--- src/rtl/lu_result_buffer.sv ---
// lu_result_buffer
// ---------------------------------------------------------------------------
// Output stage of the 16-bit logic unit. Each accepted LU result is queued
// together with its destination register tag in a small FIFO. The FIFO feeds
// the register-file writeback port. Valid/ready handshakes on both sides let
// LU issue continue while writeback stalls. An architectural condition-flag
// register keeps the flags of the most recently accepted result.
//
// Parameters
//   DEPTH     FIFO entries (power of two, 2..16)
//   AW        destination register tag width
//
// Ports
//   clk       rising-edge clock
//   rst       synchronous active-high reset (clears pointers, count, flags)
//   in_valid  / in_ready   upstream handshake; in_ready = (count < DEPTH)
//   in_data   LU result
//   in_eq, in_gt, in_za, in_zb   LU comparison/zero flags
//   in_addr   destination register tag
//   wb_valid  / wb_ready   writeback handshake; head entry offered
//   wb_data, wb_addr       head entry (combinational read)
//   flags     {EQ, GT, ZA, ZB, ZR}; ZR is derived here from in_data
//   count     occupied entries
//
// Build option
//   LU_RB_BYPASS_EN  when defined, an empty buffer forwards the input
//                    combinationally to the writeback port. If wb_ready is
//                    also high, the result is consumed in the same cycle
//                    without being stored.
// ---------------------------------------------------------------------------
module lu_result_buffer #(
   parameter int DEPTH = 4,
   parameter int AW    = 3
) (
   input  logic                       clk,
   input  logic                       rst,
   input  logic                       in_valid,
   output logic                       in_ready,
   input  logic [15:0]                in_data,
   input  logic                       in_eq,
   input  logic                       in_gt,
   input  logic                       in_za,
   input  logic                       in_zb,
   input  logic [AW-1:0]              in_addr,
   output logic                       wb_valid,
   input  logic                       wb_ready,
   output logic [15:0]                wb_data,
   output logic [AW-1:0]              wb_addr,
   output logic [4:0]                 flags,
   output logic [$clog2(DEPTH):0]     count
);

   localparam int PW = $clog2(DEPTH);
   localparam int CW = PW + 1;
   localparam logic [CW-1:0] FULL_COUNT = CW'(DEPTH);

   // Storage is not reset; the count and the pointers decide which entries
   // are meaningful.
   logic [15:0]   data_mem [DEPTH];
   logic [AW-1:0] addr_mem [DEPTH];

   logic [PW-1:0] wr_ptr_reg, wr_ptr_next;
   logic [PW-1:0] rd_ptr_reg, rd_ptr_next;
   logic [CW-1:0] count_reg,  count_next;
   logic [4:0]    flags_reg,  flags_next;

   logic accept;     // upstream handshake completes
   logic push_fifo;  // accepted result is written into storage
   logic pop_fifo;   // a stored head entry retires

   assign in_ready = (count_reg < FULL_COUNT);
   assign accept   = in_valid && in_ready;

`ifdef LU_RB_BYPASS_EN
   logic buf_empty;
   logic bypass;

   assign buf_empty = (count_reg == '0);
   // An empty buffer hands the input straight to writeback. The result is
   // stored only when writeback does not take it in that cycle.
   assign bypass    = buf_empty && in_valid && wb_ready;
   assign push_fifo = accept && !bypass;
   assign pop_fifo  = !buf_empty && wb_ready;
   assign wb_valid  = !buf_empty || in_valid;
   assign wb_data   = buf_empty ? in_data : data_mem[rd_ptr_reg];
   assign wb_addr   = buf_empty ? in_addr : addr_mem[rd_ptr_reg];
`else
   assign push_fifo = accept;
   assign wb_valid  = (count_reg != '0);
   assign pop_fifo  = wb_valid && wb_ready;
   assign wb_data   = data_mem[rd_ptr_reg];
   assign wb_addr   = addr_mem[rd_ptr_reg];
`endif

   // DEPTH is a power of two, so pointers wrap by natural overflow.
   always_comb begin
      wr_ptr_next = wr_ptr_reg;
      rd_ptr_next = rd_ptr_reg;
      count_next  = count_reg;
      flags_next  = flags_reg;
      if (push_fifo) begin
         wr_ptr_next = wr_ptr_reg + PW'(1);
      end
      if (pop_fifo) begin
         rd_ptr_next = rd_ptr_reg + PW'(1);
      end
      case ({push_fifo, pop_fifo})
         2'b10:   count_next = count_reg + CW'(1);
         2'b01:   count_next = count_reg - CW'(1);
         default: count_next = count_reg;
      endcase
      // Flags follow every accepted result, including a bypassed one.
      if (accept) begin
         flags_next = {in_eq, in_gt, in_za, in_zb, (in_data == 16'd0)};
      end
   end

   always_ff @(posedge clk) begin
      if (rst) begin
         wr_ptr_reg <= '0;
         rd_ptr_reg <= '0;
         count_reg  <= '0;
         flags_reg  <= '0;
      end else begin
         wr_ptr_reg <= wr_ptr_next;
         rd_ptr_reg <= rd_ptr_next;
         count_reg  <= count_next;
         flags_reg  <= flags_next;
      end
   end

   // A push in the reset cycle is dropped. The slot is still written, but
   // the pointers reset, so the written data is unreachable.
   always_ff @(posedge clk) begin
      if (push_fifo) begin
         data_mem[wr_ptr_reg] <= in_data;
         addr_mem[wr_ptr_reg] <= in_addr;
      end
   end

   assign flags = flags_reg;
   assign count = count_reg;

endmodule

--- config.mk ---
export PLATFORM = sky130hd
export DESIGN_NAME = lu_result_buffer
export DESIGN_NICKNAME = d
export VERILOG_FILES = /design/src/rtl/lu_result_buffer.sv
export SDC_FILE = /design/constraint.sdc
export NUM_CORES = 1
export LEC_CHECK = 0
export CORE_MARGIN = 5
export CORE_UTILIZATION = 27
export CTS_CLUSTER_DIAMETER = 30
export DETAILED_ROUTE_END_ITERATION = 10
export PLACE_DENSITY_LB_ADDON = 0.08
export SLEW_MARGIN = 20
export SYNTH_ARGS = -nofsm -noshare
export SYNTH_HDL_FRONTEND = slang
export SYNTH_SLANG_ARGS = --single-unit
export TNS_END_PERCENT = 10
--- constraint.sdc ---
create_clock -name clk -period 2.7 [get_ports clk]
set_clock_uncertainty 0.05 [all_clocks]
set_input_delay 0.54 -clock clk [delete_from_list [all_inputs] [get_ports clk]]
set_output_delay 0.54 -clock clk [all_outputs]
set_load 0.03 [all_outputs]
==> results.json <==
{
  "io_buffers": 55,
  "synthTopCellsByCount": "76 x edfxtp_1, 14 x dfxtp_1, 10 x mux4_2, 10 x nand2_1, 9 x mux4_1",
  "final_cell_area_um2": 4589,
  "area_delta_synth_final_pct": 33.67,
  "synth_most_common_cell": "edfxtp_1",
  "grt_start_max_net_pins": 20,
  "combinationalPowerShare_pct": 30.9,
  "cts_buffers": 9,
  "path_clk_slew_ps": 60,
  "die_w_um": 122.8,
  "p_clk_share_pct": 31.7,
  "place_area_um2": 4227,
  "ant_nets": 0,
  "dr.pass1.iters": 4,
  "overflow": 0,
  "cts.sinks": 90,
  "hpwlAfterDp_um": 4239,
  "largest_reg_flops": 64,
  "min_period_ps": 2625,
  "nets": 276,
  "wl_per_cell_um": 16.06,
  "hold_buffers": 0,
  "synth_warnings": 0,
  "finalCritPeriodShare_pct": 97.21,
  "min_path_type": "reg2reg",
  "ios": 56,
  "synth_ff_type": "edfxtp_1",
  "netlist_top_cells_area": "edfxtp_1 66%, dfxtp_1 8.2%, mux4_1 6.9%, mux4_2 6.6%, ha_1 1.8%",
  "synth_edf_count": 76,
  "seq_area_um2": 2562,
  "critical_path.max_fanout": 19,
  "path_class": "reg2out",
  "synth_top_area_share_pct": 66.47,
  "p_switching_w": 0.001393,
  "fp-row-count": 41,
  "fillCellCount": 1198,
  "via_per_inst": 4.221,
  "gp_congestion": 0.7103,
  "vias": 1773,
  "antenna_cells": 0,
  "path_cells": "buf_12 > mux4_2 > clkdlybuf4s50_1",
  "slew-limit-headroom_pct": 66.74,
  "arrival_ps": 2030,
  "fmax_ghz": 0.3810,
  "ys_ff_latch": 90,
  "clk_path_buf_depth": 2,
  "grt_pass1_vias": 1906,
  "clock_latency_ps": 330,
  "ys_types": 26,
  "fin_tns_setup_ps": 0,
  "setup-violations-final": 0,
  "grt_pass1_wl_um": 10700,
  "grt.total_usage_pct": 9.890,
  "start_kind": "flop",
  "syn_nets": 207,
  "dieArea_um2": 15070,
  "coreArea_um2": 12570,
  "finalWirelength_um": 6747,
  "cts_root_buffer": "clkbuf_16",
  "synth_top_area_cell": "edfxtp_1",
  "maxCapViolations": 0,
  "antenna_found_initial": 0,
  "cts_tree": "done",
  "drv_slew": 0,
  "swShare_pct": 29.46,
  "netlist_area_um2": 3433,
  "crit_path_top_delay_cell": "clkdlybuf4s50_1",
  "rsz0062_at_grt": "no",
  "drt_iter0_drc": 69,
  "cts_max_level": 3,
  "post-cts-setup-buffers": 0,
  "power.internal_w": 0.003336,
  "finish.utilization_pct": 36.52,
  "yosysSeqAreaShare_pct": 74.64,
  "multi_input_area_um2": 794.5,
  "drive_above_1_share_pct": 16.13,
  "crit_family": "buffers and inverters",
  "hold_viol_final": 0,
  "drc": 0,
  "status": "finished clean",
  "vdd_drop_max_v": 0.0006303,
  "path_buf_inv": 2,
  "slowest_delay_ps": 610,
  "seq_power_share_pct": 37.4,
  "finalPower_w": 0.004729,
  "worstSetupEndpointType": "output pin",
  "tightest_slew_ps": 497.3,
  "syn_area_per_cell_um2": 19.73,
  "async_flop_share_pct": 0,
  "power.density_nw_per_um2": 1030,
  "netlist_instances": 174,
  "dieHeight_um": 122.8,
  "start_util_pct": 27.32,
  "whs_ps": 411.9,
  "required_ps": 2110,
  "leakage_nw": 1.551
}
[final cells by class]
| class | count | area share, % |
|---|---|---|
| inverter | 7 | 0.5725 |
| multi-input combinational | 71 | 17.31 |
| timing repair buffer | 64 | 13.63 |
| clock inverter | 7 | 3.053 |
| sequential | 90 | 55.83 |
| clock buffer | 9 | 4.907 |
| tap | 172 | 4.689 |
[path summary, 6_finish.rpt]
check	slack (ps)	start	end	cells past startpoint
worst min register to register	410	flags[3]	flags[3]	2
worst min-delay path	410	flags[3]	flags[3]	2
worst max register to register	720	count[2]	count[2]	7
worst max-delay path	80	flop	wb_data[9]	3
[power by group through the flow]
stage / registers (W) / clock network (W) / logic (W)
floorplan: 0.00184 / 0 / 0.000911
global placement: 0.00181 / 0 / 0.00153
detailed placement: 0.00180 / 0 / 0.00153
CTS: 0.00177 / 0.00155 / 0.00150
global route: 0.00179 / 0.00162 / 0.00157
finish: 0.00177 / 0.00150 / 0.00146
[cells in the final DEF, fill, tap and decap left out, types with 2 or more instances in the layout]
cell             synthesis  final
xnor2_1                  2      2
inv_1                    7      7
ha_1                     5      5
nand2_1                 10     10
mux4_1                   9      9
dfxtp_1                 14     14
dlygate4sd2_1            0      6
clkdlybuf4s50_1          0     41
clkbuf_16                0      9
edfxtp_1                76     76
bufinv_16                0      4
nor2_1                   8      8
buf_4                    0     13
dlymetal6s2s_1           0      2
mux4_2                  10     10
buf_12                   1      2
nor4_1                   4      4
and2_1                   4      4
xor2_1                   3      3
a21oi_1                  7      7
[repair_timing]
action | in CTS | in global routing
setup endpoints to repair | 6 | 2
cloned | 0 | 0
gates resized for setup | 6 | 2
[per-layer routing]
layer	GRT usage (%)	wire length, um	vias up	part of all wire [%]
met5	0	0	-	0
li1	-	-	835	-
met1	12.04	2966	888	44
met2	15.89	3355	41	50
met4	5.458	125	0	1.9
met3	2.719	299	9	4.4
[cells by family (layout without fill, tap and decap cells)]
| family | Yosys count | after routing | synth area share [%] |
|---|---|---|---|
| DFF | 90 | 90 | 74.64 |
| and+or+nand+nor | 30 | 30 | 4.082 |
| muxes | 19 | 19 | 13.45 |
| buffers and inverters | 13 | 87 | 2.223 |
| AOI/OAI and AO/OA | 11 | 11 | 1.931 |
| adders and majority gates | 6 | 6 | 2.405 |
| xor gates and xnor gates | 5 | 5 | 1.276 |
[tightest hold or removal path: stages, from the launching register on]
cell	delay [ps]
dfxtp_1	310
nand2_1	50
a21oi_1	50
[per-stage QoR]
stage	std cells	setup WS (ps)
floorplan	174	564.4
global placement	404	193.4
detailed placement	404	178.3
CTS	420	6.132
global route	420	1.594
finish	420	75.37
Note: power is estimated with default switching activity, not from simulation.
